$ cat src/rtl/variable_update_unit.sv
// Purpose: owns the MCMC assignment (boolean bits + clamped signed integers); turns a chosen variable into a proposal and commits it on accept.
// Latency: proposal valid 1 cycle after the choice handshake; register file and out_commit update 1 cycle after an accepting decision.
// Backpressure: out_choice_ready is low while a proposal waits for its decision; choices are only taken in IDLE.
module variable_update_unit #(
    parameter int NUM_BOOLEAN_VARIABLES = 2,
    parameter int NUM_INTEGER_VARIABLES = 3,
    parameter int INDEX_WIDTH           = 4,
    parameter int INT_WIDTH             = 8,
    parameter int INT_MIN               = -128,
    parameter int INT_MAX               = 127,
    parameter int INT_INIT              = 0
) (
    input  logic                                       in_clock,
    input  logic                                       in_reset,
    input  logic                                       in_choice_valid,
    output logic                                       out_choice_ready,
    input  logic                                       in_boolean_or_integer,
    input  logic [INDEX_WIDTH-1:0]                     in_choosen_index,
    input  logic [INT_WIDTH-1:0]                       in_delta,
    output logic                                       out_proposal_valid,
    output logic                                       out_proposal_boolean_or_integer,
    output logic [INDEX_WIDTH-1:0]                     out_proposal_index,
    output logic [INT_WIDTH-1:0]                       out_old_value,
    output logic [INT_WIDTH-1:0]                       out_new_value,
    input  logic                                       in_decision_valid,
    input  logic                                       in_accept,
    output logic                                       out_commit,
    output logic                                       out_index_error,
    output logic [NUM_BOOLEAN_VARIABLES-1:0]           out_boolean_values,
    output logic [NUM_INTEGER_VARIABLES*INT_WIDTH-1:0] out_integer_values,
    output logic [15:0]                                out_accept_count,
    output logic [15:0]                                out_reject_count
);

    typedef enum logic {IDLE, PROPOSE} state_t;

    // Clamp bounds widened by one bit so the unclamped sum never overflows.
    localparam logic signed [INT_WIDTH:0] MAX_X  = (INT_WIDTH+1)'(INT_MAX);
    localparam logic signed [INT_WIDTH:0] MIN_X  = (INT_WIDTH+1)'(INT_MIN);
    localparam logic [INT_WIDTH-1:0]      INIT_V = INT_WIDTH'(INT_INIT);

    state_t                                 state_q, state_d;
    logic [NUM_BOOLEAN_VARIABLES-1:0]       bool_q;
    logic [NUM_INTEGER_VARIABLES*INT_WIDTH-1:0] int_q;
    logic                                   prop_type_q;
    logic [INDEX_WIDTH-1:0]                 prop_index_q;
    logic [INT_WIDTH-1:0]                   prop_old_q, prop_new_q;
    logic                                   commit_q, index_error_q;
    logic [15:0]                            accept_cnt_q, reject_cnt_q;

    logic                                   choice_in_range;
    logic                                   cur_bool;
    logic [INT_WIDTH-1:0]                   cur_int;
    logic signed [INT_WIDTH:0]              sum;
    logic [INT_WIDTH-1:0]                   old_value, new_value;
    logic                                   choice_fire, decision_fire;

    // Look up the chosen variable and build the proposal from the current register file.
    always_comb begin
        cur_bool  = 1'b0;
        cur_int   = '0;
        old_value = '0;
        new_value = '0;
        for (int i = 0; i < NUM_BOOLEAN_VARIABLES; i++)
            if (int'(in_choosen_index) == i) cur_bool = bool_q[i];
        for (int i = 0; i < NUM_INTEGER_VARIABLES; i++)
            if (int'(in_choosen_index) == i) cur_int = int_q[i*INT_WIDTH +: INT_WIDTH];
        choice_in_range = in_boolean_or_integer ?
                          (int'(in_choosen_index) < NUM_BOOLEAN_VARIABLES) :
                          (int'(in_choosen_index) < NUM_INTEGER_VARIABLES);
        sum = $signed({cur_int[INT_WIDTH-1], cur_int}) + $signed({in_delta[INT_WIDTH-1], in_delta});
        if (in_boolean_or_integer) begin
            old_value = {{(INT_WIDTH-1){1'b0}}, cur_bool};
            new_value = {{(INT_WIDTH-1){1'b0}}, ~cur_bool};
        end else begin
            old_value = cur_int;
            if (sum > MAX_X)      new_value = MAX_X[INT_WIDTH-1:0];
            else if (sum < MIN_X) new_value = MIN_X[INT_WIDTH-1:0];
            else                  new_value = sum[INT_WIDTH-1:0];
        end
    end

    // State register.
    always_ff @(posedge in_clock) begin
        if (in_reset) state_q <= IDLE;
        else          state_q <= state_d;
    end

    // Next-state and handshake strobes.
    always_comb begin
        state_d          = state_q;
        out_choice_ready = 1'b0;
        choice_fire      = 1'b0;
        decision_fire    = 1'b0;
        case (state_q)
            IDLE: begin
                out_choice_ready = 1'b1;
                choice_fire      = in_choice_valid;
                if (in_choice_valid && choice_in_range) state_d = PROPOSE;
            end
            PROPOSE: begin
                decision_fire = in_decision_valid;
                if (in_decision_valid) state_d = IDLE;
            end
            default: state_d = IDLE;
        endcase
    end

    // Proposal latch, register-file commit, pulses and decision counters.
    always_ff @(posedge in_clock) begin
        if (in_reset) begin
            bool_q        <= '0;
            for (int i = 0; i < NUM_INTEGER_VARIABLES; i++)
                int_q[i*INT_WIDTH +: INT_WIDTH] <= INIT_V;
            prop_type_q   <= 1'b0;
            prop_index_q  <= '0;
            prop_old_q    <= '0;
            prop_new_q    <= '0;
            commit_q      <= 1'b0;
            index_error_q <= 1'b0;
            accept_cnt_q  <= '0;
            reject_cnt_q  <= '0;
        end else begin
            commit_q      <= 1'b0;
            index_error_q <= 1'b0;
            if (choice_fire) begin
                if (choice_in_range) begin
                    prop_type_q  <= in_boolean_or_integer;
                    prop_index_q <= in_choosen_index;
                    prop_old_q   <= old_value;
                    prop_new_q   <= new_value;
                end else begin
                    index_error_q <= 1'b1;
                end
            end
            if (decision_fire) begin
                if (in_accept) begin
                    for (int i = 0; i < NUM_BOOLEAN_VARIABLES; i++)
                        if (prop_type_q && int'(prop_index_q) == i) bool_q[i] <= prop_new_q[0];
                    for (int i = 0; i < NUM_INTEGER_VARIABLES; i++)
                        if (!prop_type_q && int'(prop_index_q) == i)
                            int_q[i*INT_WIDTH +: INT_WIDTH] <= prop_new_q;
                    commit_q     <= 1'b1;
                    accept_cnt_q <= accept_cnt_q + 16'd1;
                end else begin
                    reject_cnt_q <= reject_cnt_q + 16'd1;
                end
                prop_type_q  <= 1'b0;
                prop_index_q <= '0;
                prop_old_q   <= '0;
                prop_new_q   <= '0;
            end
        end
    end

    assign out_proposal_valid              = (state_q == PROPOSE);
    assign out_proposal_boolean_or_integer = prop_type_q;
    assign out_proposal_index              = prop_index_q;
    assign out_old_value                   = prop_old_q;
    assign out_new_value                   = prop_new_q;
    assign out_commit                      = commit_q;
    assign out_index_error                 = index_error_q;
    assign out_boolean_values              = bool_q;
    assign out_integer_values              = int_q;
    assign out_accept_count                = accept_cnt_q;
    assign out_reject_count                = reject_cnt_q;

endmodule
$ cat config.mk
export PLATFORM = sky130hd
export DESIGN_NAME = variable_update_unit
export DESIGN_NICKNAME = d
export VERILOG_FILES = /design/src/rtl/variable_update_unit.sv
export SDC_FILE = /design/constraint.sdc
export NUM_CORES = 1
export LEC_CHECK = 0
export ABC_AREA = 1
export BUFFER_PORTS_ARGS = -buffer_cell sky130_fd_sc_hd__buf_2
export CORE_AREA = 2 2 97 99
export DETAILED_ROUTE_END_ITERATION = 16
export DIE_AREA = 0 0 99 101
export PLACE_DENSITY = 0.73
export SYNTH_ARGS = -nofsm -noshare
export SYNTH_HDL_FRONTEND = slang
export SYNTH_SLANG_ARGS = --single-unit
$ cat constraint.sdc
create_clock -name in_clock -period 2.6 [get_ports in_clock]
set_input_delay 0.13 -clock in_clock [delete_from_list [all_inputs] [get_ports in_clock]]
set_output_delay 0.13 -clock in_clock [all_outputs]
set_load 0.02 [all_outputs]
Word level (Yosys, flattened, before mapping)
Index checks and enable logic that the tools add are counted.

operators by class
  add/sub/neg operators = 3
  magnitude comparators = 4
  equality and inequality tests = 4
  multiplexer cells = 18
  bitwise gates (word level) = 5
  reductions and logical operators = 20

operators by type and width
  kind                                                                             number
  8-bit 2-to-1 mux                                                                 7
  16-bit by 1-bit adder with 16-bit output, second input constant                  2
  3-bit AND reduction                                                              5
  1-bit 2-to-1 mux                                                                 10
  8-bit by 8-bit adder with 9-bit output                                           1
  9-bit by 8-bit greater-than comparator with 1-bit output, second input constant  1
  9-bit by 8-bit less-than comparator with 1-bit output, second input constant     1
  4-bit by 2-bit == test with 1-bit output, second input constant                  2
  4-bit by 3-bit == test with 1-bit output, second input constant                  2
  4-bit zero test                                                                  2
  4-bit by 2-bit less-than comparator with 1-bit output, second input constant     2
  1-bit logical AND                                                                6
  2-bit AND reduction                                                              3
  2-bit OR reduction                                                               3
  1-bit inverter                                                                   5
  1-bit case mux with 2 select lines                                               1
  1-bit zero test                                                                  1

word-level totals
  bits in registers = 82
  bits of input ports = 18
  output and inout bits = 83
  logic and storage cells = 68

Logic depth before layout (Yosys ltp)
Gate-level depths: netlist (run 1).

  depth after elaboration = 9
  mapped depth = 20
  depth with buffers taken out = 20

Worst setup path before layout (run 1)
OpenSTA, ideal clock, no wires.

  kind = input -> register
  start = input in_choosen_index[0]
  end = register prop_new_q[6], in the netlist out_new_value[6]
  library setup time = 65 ps
  arrival time = 2163 ps
  required time = 2535 ps
  path slack = 372 ps
  stages = 20
  cell sequence = clkinv_1 nand2_2 nor2_1 inv_1 nor2_1 a21oi_1 ha_1 inv_1 fa_1 inv_1 nand3_1 nand2_1 nand3_1 nand2_1 nand2_1 nand2_1 nand2_4 nor2_2 nor2_1 nor2_1

between the ends
  longest elaborated chain between the ends = 9

ends and longest elaborated chain
  what                                                   line  text
  start: declaration                                     18    input logic [INDEX_WIDTH-1:0] in_choosen_index,
  4-bit zero test                                        67    if (int'(in_choosen_index) == i) cur_int = int_q[i*INT_WIDTH +: INT_WIDTH];
  8-bit 2-to-1 mux (3 in a row)                          67
  8-bit by 8-bit adder with 9-bit output                 71    sum = $signed({cur_int[INT_WIDTH-1], cur_int}) + $signed({in_delta[INT_WIDTH-1], in_delta});
  9-bit by 8-bit less-than comparator with 1-bit output  78    else if (sum < MIN_X) new_value = MIN_X[INT_WIDTH-1:0];
  8-bit 2-to-1 mux                                       78
  8-bit 2-to-1 mux                                       77    if (sum > MAX_X) new_value = MAX_X[INT_WIDTH-1:0];
  8-bit 2-to-1 mux                                       72    if (in_boolean_or_integer) begin
  end signal: assignment                                 131   prop_new_q <= new_value;
  end: declaration                                       47    logic [INT_WIDTH-1:0] prop_old_q, prop_new_q;

Several ways; a longest one is shown, not always the timed one.
A chain may end at the register's enable or synchronous reset.

Final worst setup path (run 1)
  start = register int_q[0], in the netlist out_integer_values[0]
  end = register prop_new_q[6], in the netlist out_new_value[6]

between the ends
  longest elaborated chain between the ends = 8

ends and longest elaborated chain
  what                                                   line  text
  start: declaration                                     44    logic [NUM_INTEGER_VARIABLES*INT_WIDTH-1:0] int_q;
  start signal: indexed assignment                       142   int_q[i*INT_WIDTH +: INT_WIDTH] <= prop_new_q;
  8-bit 2-to-1 mux (*) (3 in a row)                      67
  8-bit by 8-bit adder with 9-bit output (*)             71
  9-bit by 8-bit less-than comparator with 1-bit output  78
  8-bit 2-to-1 mux                                       78
  8-bit 2-to-1 mux (*)                                   77
  8-bit 2-to-1 mux (*)                                   72

Mark *: on every way between the ends. The rest lies on a longest branch, timed or not.

==> key figures, run 1 <==
Status
  – Outcome: complete, no violations

Worst setup path
  – Bufs and invs on worst path: 2
  – R2R Path End: out_new_value[6]
  – Critical path class: register to register
  – Cell Chain, Critical Path: o21ai_0, a21oi_2, ha_1, inv_1, fa_1, inv_1, nand3_1, nand2_1, nand3_1, nand2_1, nand2_1, nand2_1, nand2_4, nor2_2, nor2_1, nor2_1
  – Worst setup SP type: register
  – WP data arrival: between 2 and 3 ns
  – RR Startpoint: out_integer_values[0]
  – Most frequent CP cell: nand2_1
  – Req. time, crit path: roughly 2.9 ns
  – Crit-path slowest cell: fa_1
  – Delay-heaviest family, CP: simple AND/OR/NAND/NOR gates
  – CP peak stage delay: between 0.3 and 0.4 ns
  – FF-to-FF setup slack: about 0.29 ns
  – CP max FO: 4
  – CP endpoint kind: register
  – Worst reg2reg path depth: 16

STA
  – Final Hold Slack: 0.0835 ns
  – Fmax: about 430 MHz
  – Fin. Hold Viols: 0
  – Clock skew: about 0.0068 ns
  – RSZ-0062 raised after global routing: false
  – Setup TNS: 0 ns
  – Final min period: approximately 2.3 ns
  – Final Cycle Share: approximately nine tenths
  – Least-Margin Pin Slew: about 0.54 ns
  – Rel. slew slack: between 60% and 70%
  – Setup Viol. Count Final: 0
  – Slew Limit Fails: 0

Floorplan
  – Initial Utilization: between 40% and 50%
  – Core area: about 9000 µm²
  – Die width: between 90 and 100 µm
  – Die height: around 100 µm
  – Die area: roughly 10000 µm²
  – Row count: 35
  – IO Pins: 101

Worst hold path
  – WHS Endpoint: out_index_error
  – Min-Delay Path Depth: 3
  – Worst hold path startpoint: in_choice_valid
  – HP Class: primary input to register

Final layout
  – Layout net count: ~700
  – Non-filler cells, final: around 800
  – Fillers: between 900 and 1000
  – Area Growth Syn to Fin: 21.2%
  – Layout cell share with drive strength beyond 1: between 20% and 30%
  – Antenna diodes: 0

Detailed routing
  – Drt pass-1 iters: 4
  – Vias per std cell: around 5.0
  – # DRC: 0
  – Drt wl/cell: between 10 and 15 µm
  – Antenna Nets Post-Route: 0
  – Detailed Route WL: 10.1 mm
  – DR vias: around 3900
  – 1st-iter DRT viols: between 150 and 200

Placed design
  – Placer congestion estimate: 0.883
  – Placed instance count: between 700 and 800
  – Hpwl dp: just under 8 mm
  – IO Port Bufs: 100

Synth
  – Async SR Flop Fraction: 0%
  – Top-count cell post-synth: nand2_1
  – Synth unique cells: 34
  – Commonest cells post-synth: nand2_1, nor2_1, dfxtp_1
  – Top cells by area, synth: dfxtp_1, nand2_1, nor2_1
  – Post-Syn Nets: slightly below 600
  – Mapped cell area: between 3000 and 4000 µm²
  – Post-synth EDFFs: 0
  – Post-synthesis sequential area ratio: 41.5%
  – Flops & latches, synth: 82
  – Synth Instances: 561
  – Cell taking the most area after synthesis: dfxtp_1
  – Ys flop type: dfxtp_1
  – Post-synth top area share: between 40% and 50%
  – Syn Area/Cell: slightly above 7 µm²
  – Ys Warns: 0

Power
  – P_leak: roughly 2.3 nW
  – Peak VDD IR: between 0.2 and 0.3 mV
  – Pwr dens: roughly 500 nW/µm²
  – Total power: 2.40 mW

Global route
  – Largest net degree at the start of global routing: 26
  – Initial antenna violation count: 0
  – Met2 GRT Util: between 30% and 40%
  – Met1 Track Usage GR: 25.1%
  – Global-route wire length before repair: ~16 mm
  – Vias in the first global route: ~3500
  – GRT Util Overall: ~20%
  – Global routing usage on met3: 4.30%
  – Grt peak-use layer: met2
  – Grt total ovfl: 0

CTS
  – TritonCTS buffer count: 9
  – CTS tree: yes
  – Clock tree buffer depth: 2
  – Root Buffer: clkbuf_8
  – CTS clk-pin slew, worst paths: approximately 0.070 ns
  – Postcts setup bufs: 0
  – H-tree depth: 3
  – Later-pin clock latency in the skew report: between 0.3 and 0.4 ns
  – Clk sink count: roughly 80

Flow run
  – Max Cap Violations: 0
## metal layers
layer / wire length, µm / share of wire, %
met4: 182 / 1.8
met1: 4600 / 46
met3: 520 / 5.1
met5: 0 / 0
met2: 4800 / 48
## through the flow
stage	util [%]	cell area (µm²)	worst slack [ns]
after global placement	51.1	4590	0.144
final	53.5	4800	0.286
after global routing	53.5	4800	0.00557
after detailed placement	51.1	4590	0.0383
after CTS	53.3	4780	0.230
after floorplan	-	3960	0.372
## worst register-to-register path, cell delays in order, from the launching register on
cell and delay [ns]:
dfxtp_2 0.34, o21ai_0 0.09, a21oi_2 0.18, ha_1 0.20, inv_1 0.06, fa_1 0.39
inv_1 0.07, nand3_1 0.06, nand2_1 0.12, nand3_1 0.12, nand2_1 0.08, nand2_1 0.10
nand2_1 0.13, nand2_4 0.08, nor2_2 0.09, nor2_1 0.05, nor2_1 0.09
## timing repair
item | in CTS | in global routing
hold buffers | 0 | 0
resized for setup | 0 | 5
endpoints found under the setup margin | 0 | 7
## flip-flops by register name, summed over array words and instances (netlist names)
register                         count
out_accept_count                    16
out_boolean_values                   2
out_commit                           1
out_index_error                      1
out_integer_values                  24
out_new_value                        8
out_old_value                        8
out_proposal_boolean_or_integer      1
out_proposal_index                   4
out_proposal_valid                   1
out_reject_count                    16
## cells by family (layout without fill, tap and decap cells)
group	Yosys count	count (layout)	share of synthesized area [%]
flip-flops	82	82	41.5
adder cells (fa/ha/maj)	12	12	3.98
buffers and inverters	73	184	7.21
XOR/XNOR	9	9	1.99
AO/OA/AOI/OAI	115	115	15.5
AND/OR/NAND/NOR	270	270	29.9
## layout make-up
type	count	area, µm²	share of cell area [%]
Sequential cell	82	1640	34.3
Clock inverter	2	35.0	0.730
Tap cell	111	139	2.89
Multi-Input combinational cell	406	2040	42.6
Inverter	63	236	4.93
Timing Repair Buffer	105	538	11.2
Clock buffer	14	163	3.39
## worst max-delay path by stage
| stage | startpoint | slack (ns) | cells after the start | endpoint |
|---|---|---|---|---|
| global placement | in_choosen_index[2] | 0.14 | 20 | out_new_value[4] |
| CTS | out_integer_values[0] | 0.23 | 16 | out_new_value[6] |
| finish | out_integer_values[0] | 0.29 | 16 | out_new_value[6] |
| global route | out_integer_values[0] | 0.006 | 16 | out_new_value[6] |
| floorplan | in_choosen_index[0] | 0.37 | 20 | out_new_value[6] |
| detailed placement | in_choosen_index[2] | 0.04 | 20 | out_new_value[6] |
## layout by cell type, fill, tap and decap left out, drive strengths merged, types with 7 or more instances in the layout
| cell type | count |
|---|---|
| nor2 | 110 |
| o21ai | 52 |
| buf | 105 |
| xor2 | 7 |
| nor3 | 9 |
| clkbuf | 14 |
| dfxtp | 82 |
| nand3 | 26 |
| nand2 | 116 |
| inv | 62 |
| a21oi | 56 |
| ha | 11 |
## where the power goes
group | total, mW | leakage, nW | switching (mW) | internal (mW)
Clock | 0.929 | 0.101 | 0.432 | 0.497
Sequential | 1.28 | 0.662 | 0.0112 | 1.27
Combinational | 0.199 | 1.52 | 0.132 | 0.0666
No activity file was read; power rests on OpenSTA's default activity.
==> run 2: changes to the inputs <==
- RECOVER_POWER: default -> 25
==> key figures, run 2 (synthesis results as in run 1) <==
STA
  – Fin. Hold Viols: 0 (unchanged)
  – Final Cycle Share: 89.2% (was 89.0%)
  – Least-Margin Pin Slew: 0.543 ns (was 0.544 ns)
  – Final Hold Slack: 0.0869 ns (was 0.0835 ns)
  – Setup Viol. Count Final: 0 (unchanged)
  – Fmax: 431 MHz (was 432 MHz)
  – Post-route setup slack: 0.280 ns (was 0.286 ns)
  – Slew Limit Fails: 0 (unchanged)
  – Final min period: 2.32 ns (was 2.31 ns)
  – Rel. slew slack: 63.7% (about the same)
  – Setup TNS: 0 ns (unchanged)
  – Clock skew: 0.00700 ns (was 0.00684 ns)
  – RSZ-0062 raised after global routing: false (unchanged)

Worst setup path
  – WP data arrival: 2.59 ns (about the same)
  – Delay-heaviest family, CP: simple AND/OR/NAND/NOR gates (unchanged)
  – Critical path class: register to register (unchanged)
  – Req. time, crit path: 2.87 ns (about the same)
  – Cell Chain, Critical Path: o21ai_0, a21oi_2, ha_1, inv_1, fa_1, inv_1, nand3_1, nand2_1, nand3_1, nand2_1, nand2_1, nand2_1, nand2_4, nor2_2, nor2_1, nor2_1 (unchanged)
  – CP endpoint kind: register (unchanged)
  – Bufs and invs on worst path: 2 (unchanged)
  – CP peak stage delay: 0.39 ns (about the same)
  – CP max FO: 4 (unchanged)
  – Worst setup SP type: register (unchanged)
  – Crit-path slowest cell: fa_1 (unchanged)
  – Most frequent CP cell: nand2_1 (unchanged)

Detailed routing
  – Drt pass-1 iters: 4 (unchanged)
  – DR vias: 3893 (was 3908)
  – Vias per std cell: 4.97 (was 4.99)
  – # DRC: 0 (unchanged)
  – Detailed Route WL: 10.1 mm (about the same)
  – Drt wl/cell: 12.9 µm (about the same)
  – 1st-iter DRT viols: 190 (was 172)
  – Antenna Nets Post-Route: 0 (unchanged)

Status
  – Outcome: complete, no violations (unchanged)

Final layout
  – Largest register FFs: 24 (unchanged)
  – Area Growth Syn to Fin: 20.0% (was 21.2%)
  – Final instance area: 4750 µm² (was 4800 µm²)
  – Commonest non-fill, non-tap cell in the layout: nand2_1 (unchanged)
  – Antenna diodes: 0 (unchanged)
  – Layout cell share with drive strength beyond 1: 17.1% (was 22.9%)
  – Layout net count: 697 (unchanged)
  – Most frequent cells in the layout: nand2_1, nor2_1, dfxtp_1, buf_2, inv_1 (was nand2_1, buf_2, nor2_1, dfxtp_1, inv_1)

Floorplan
  – Die width: 99 µm (unchanged)
  – IO Pins: 101 (unchanged)
  – Row count: 35 (unchanged)
  – Die height: 101 µm (unchanged)
  – Core area: 8980 µm² (unchanged)
  – Initial Utilization: 44.1% (unchanged)
  – Die area: 10000 µm² (unchanged)

Flow run
  – Max Cap Violations: 0 (unchanged)

Power
  – P_leak: 2.13 nW (was 2.28 nW)
  – Peak VDD IR: 0.283 mV (was 0.281 mV)
  – Pwr dens: 506 nW/µm² (was 501 nW/µm²)

CTS
  – CTS clk-pin slew, worst paths: 0.07 ns (about the same)
  – H-tree depth: 3 (unchanged)
  – Post-CTS sizing: 0 (unchanged)
  – CTS tree: yes (unchanged)
  – TritonCTS buffer count: 9 (unchanged)
  – Hold buffers post-CTS: 0 (unchanged)
  – Clk sink count: 82 (unchanged)
  – Root Buffer: clkbuf_8 (unchanged)
  – Later-pin clock latency in the skew report: 0.34 ns (about the same)
  – Clock tree buffer depth: 2 (unchanged)
  – Postcts setup bufs: 0 (unchanged)

Global route
  – Vias in the first global route: 3542 (unchanged)
  – GRT Util Overall: 20.1% (unchanged)
  – Grt total ovfl: 0 (unchanged)
  – Largest net degree at the start of global routing: 26 (unchanged)
  – Initial antenna violation count: 0 (unchanged)
  – Global-route wire length before repair: 16.3 mm (unchanged)

Placed design
  – IO Port Bufs: 100 (unchanged)
  – Placement-stage worst setup slack: 0.0383 ns (unchanged)
  – Placer congestion estimate: 0.883 (unchanged)
  – Placed cell areas: 4590 µm² (unchanged)
  – Hpwl dp: 7.81 mm (unchanged)

Worst hold path
  – HP Class: primary input to register (unchanged)
[run 2: where the power goes]
group          total, mW  internal [mW]  switching [mW]  leakage (nW)
Sequential          1.28           1.27          0.0111         0.662
Clock              0.930          0.497           0.433         0.101
Combinational      0.197         0.0655           0.132          1.37
[run 2: layout make-up]
cell class / count / area, µm²
fill: 924 / 4230
tap: 111 / 139
clock buffer: 14 / 163
clock inverter: 2 / 35.0
inverter: 63 / 236
multi-input combinational: 406 / 2040
timing repair buffer: 105 / 494
sequential: 82 / 1640
[run 2: worst paths after layout]
| check | startpoint | slack, ns | to | depth (start not counted) |
|---|---|---|---|---|
| worst min register to register | out_proposal_index[2] | 0.46 | out_proposal_index[2] | 2 |
| worst max-delay path | out_integer_values[0] | 0.28 | out_new_value[6] | 16 |
| worst min-delay path | in_choice_valid | 0.09 | out_index_error | 3 |
| worst max register to register | out_integer_values[0] | 0.28 | out_new_value[6] | 16 |
[run 2: worst reg2reg max path, stage by stage (launching register included)]
cell and delay, ns:
dfxtp_2 0.34, o21ai_0 0.09, a21oi_2 0.18, ha_1 0.20, inv_1 0.06, fa_1 0.39, inv_1 0.07, nand3_1 0.06
nand2_1 0.12, nand3_1 0.12, nand2_1 0.08, nand2_1 0.10, nand2_1 0.13, nand2_4 0.08, nor2_2 0.09, nor2_1 0.05
nor2_1 0.10
[run 2: stage by stage]
stage / instances / util, % / power (mW)
after detailed placement: 767 / 51.1 / 1.50
after global routing: 783 / 52.9 / 2.50
final: 783 / 52.9 / 2.40
after CTS: 783 / 53.3 / 2.43
after global placement: 767 / 51.1 / 1.50
after floorplan: 561 / - / 1.44
[run 2: routing by layer]
metal	part of all wire, %	routed length (µm)	up-vias	track usage [%]
li1	-	-	2017	-
met3	5.2	525	13	4.30
met1	45	4590	1772	25.1
met5	0	0	-	0
met2	48	4830	91	34.3
met4	1.3	136	0	7.06
==> run 3: changes to the inputs <==
- GPL_TIMING_DRIVEN: default -> 0
==> key figures, run 3 (synthesis results as in run 1) <==
Status
  – Outcome: complete, no violations (unchanged)

Worst hold path
  – HP Class: primary input to register (unchanged)

Final layout
  – Area Growth Syn to Fin: 20.0% (about the same)
  – Finished Core Util: 52.9% (about the same)
  – Antenna diodes: 0 (unchanged)
  – Commonest non-fill, non-tap cell in the layout: nand2_1 (unchanged)
  – Layout net count: 701 (was 697)
  – Layout cell share with drive strength beyond 1: 17.3% (was 17.1%)
  – Final instance area: 4750 µm² (about the same)
  – Non-filler cells, final: 787 (was 783)
  – Most frequent cells in the layout: nand2_1, nor2_1, dfxtp_1, buf_2, inv_1 (unchanged)
  – Largest register FFs: 24 (unchanged)

STA
  – Fmax: 435 MHz (was 431 MHz)
  – RSZ-0062 raised after global routing: false (unchanged)
  – Fin. Hold Viols: 0 (unchanged)
  – Final Hold Slack: 0.0486 ns (was 0.0869 ns)
  – Final Cycle Share: 88.4% (was 89.2%)
  – Post-route setup slack: 0.301 ns (was 0.280 ns)
  – Setup Viol. Count Final: 0 (unchanged)
  – Least-Margin Pin Slew: 0.582 ns (was 0.543 ns)
  – Rel. slew slack: 61.2% (was 63.7%)
  – Clock skew: 0.00943 ns (was 0.00700 ns)
  – Final min period: 2.30 ns (was 2.32 ns)
  – Setup TNS: 0 ns (unchanged)
  – Slew Limit Fails: 0 (unchanged)

Worst setup path
  – CP peak stage delay: 0.39 ns (about the same)
  – Bufs and invs on worst path: 4 (was 2)
  – WP data arrival: 2.60 ns (was 2.59 ns)
  – Crit-path slowest cell: fa_1 (unchanged)
  – Req. time, crit path: 2.90 ns (was 2.87 ns)
  – Delay-heaviest family, CP: simple AND/OR/NAND/NOR gates (unchanged)
  – Critical path class: primary input to register (was register to register)
  – Most frequent CP cell: nand2_1 (unchanged)
  – CP endpoint kind: register (unchanged)
  – Cell Chain, Critical Path: buf_2, inv_2, nand2_2, nor2_4, nand2_1, a21oi_2, ha_2, inv_1, fa_1, inv_1, nand3_1, nand2_1, nand3_1, nand2_1, nand2_1, nand2_1, nand2_4, nor2_2, nor2_1, nor2_1 (was o21ai_0, a21oi_2, ha_1, inv_1, fa_1, inv_1, nand3_1, nand2_1, nand3_1, nand2_1, nand2_1, nand2_1, nand2_4, nor2_2, nor2_1, nor2_1)
  – Worst setup SP type: primary input (was register)
  – CP max FO: 9 (was 4)

Detailed routing
  – Antenna Nets Post-Route: 0 (unchanged)
  – DR vias: 3889 (was 3893)
  – Vias per std cell: 4.94 (was 4.97)
  – Drt wl/cell: 12.7 µm (was 12.9 µm)
  – 1st-iter DRT viols: 119 (was 190)
  – Drt pass-1 iters: 5 (was 4)
  – # DRC: 0 (unchanged)
  – Detailed Route WL: 9.96 mm (was 10.1 mm)

Placed design
  – Placed instance count: 771 (was 767)
  – IO Port Bufs: 99 (was 100)
  – Placement-stage worst setup slack: -0.165 ns (was 0.0383 ns)
  – Hpwl dp: 7.85 mm (was 7.81 mm)
  – Placed cell areas: 4590 µm² (about the same)
  – Placer congestion estimate: 0.873 (was 0.883)

CTS
  – TritonCTS buffer count: 9 (unchanged)
  – CTS clk-pin slew, worst paths: 0.08 ns (was 0.07 ns)
  – Later-pin clock latency in the skew report: 0.36 ns (was 0.34 ns)
  – CTS tree: yes (unchanged)
  – Clk sink count: 82 (unchanged)
  – Hold buffers post-CTS: 0 (unchanged)
  – Clock tree buffer depth: 2 (unchanged)
  – H-tree depth: 3 (unchanged)
  – Root Buffer: clkbuf_8 (unchanged)

Power
  – Peak VDD IR: 0.217 mV (was 0.283 mV)
  – P_leak: 2.12 nW (was 2.13 nW)
  – Pwr dens: 502 nW/µm² (was 506 nW/µm²)
  – Total power: 2.38 mW (was 2.40 mW)

Global route
  – Initial antenna violation count: 0 (unchanged)
  – GRT Util Overall: 20.0% (was 20.1%)
  – Vias in the first global route: 3498 (was 3542)
  – Grt total ovfl: 0 (unchanged)
  – Global-route wire length before repair: 16.3 mm (about the same)
  – Largest net degree at the start of global routing: 15 (was 26)

Floorplan
  – Row count: 35 (unchanged)
  – Initial Utilization: 44.1% (unchanged)
  – IO Pins: 101 (unchanged)
  – Die height: 101 µm (unchanged)
  – Die width: 99 µm (unchanged)
  – Core area: 8980 µm² (unchanged)
  – Die area: 10000 µm² (unchanged)

Flow run
  – Max Cap Violations: 0 (unchanged)
-- run 3: layer usage --
| metal | vias to the layer above | track usage (%) | wire length, µm |
|---|---|---|---|
| met5 | - | 0 | 0 |
| met4 | 0 | 5.90 | 149 |
| li1 | 2024 | - | - |
| met2 | 107 | 34.1 | 4690 |
| met3 | 10 | 4.92 | 634 |
| met1 | 1748 | 25.2 | 4480 |
-- run 3: area by class of cell --
type / instances / area (µm²)
Clock inverter: 7 / 70.1
Inverter: 63 / 236
Fill cell: 910 / 4230
Buffer: 10 / 48.8
Multi-Input combinational cell: 406 / 2040
Timing Repair Buffer: 99 / 450
Tap cell: 111 / 139
Sequential cell: 82 / 1640
Clock buffer: 9 / 124
-- run 3: worst reg2reg max path, delay by kind of cell (launching register included) --
kind                     cells  cell delay (ns)
AND/OR/NAND/NOR             11             0.97
adder cells (fa/ha/maj)      2             0.60
flip-flops                   1             0.34
AO/OA/AOI/OAI                1             0.20
buffers and inverters        2             0.12
-- run 3: power by group --
part	internal [mW]	leakage, nW	total (mW)	switching, mW
Clock	0.441	0.0990	0.911	0.469
Sequential	1.27	0.662	1.28	0.0109
Combinational	0.0646	1.36	0.196	0.132
Total	1.77	2.12	2.38	0.612
-- run 3: final timing paths --
path              slack, ns  depth (start not counted)                   from                     to
hold reg to reg        0.47                          2  out_boolean_values[0]  out_boolean_values[0]
hold / removal         0.05                          3        in_choice_valid        out_index_error
setup reg to reg       0.33                         16  out_integer_values[8]       out_new_value[5]
setup / recovery       0.30                         20    in_choosen_index[1]       out_new_value[5]
-- run 3: what timing repair did --
item,4_1_cts,5_1_grt
gates resized for setup,0,8
endpoints found under the setup margin,0,7
hold endpoints to repair,0,0
setup buffers,0,0
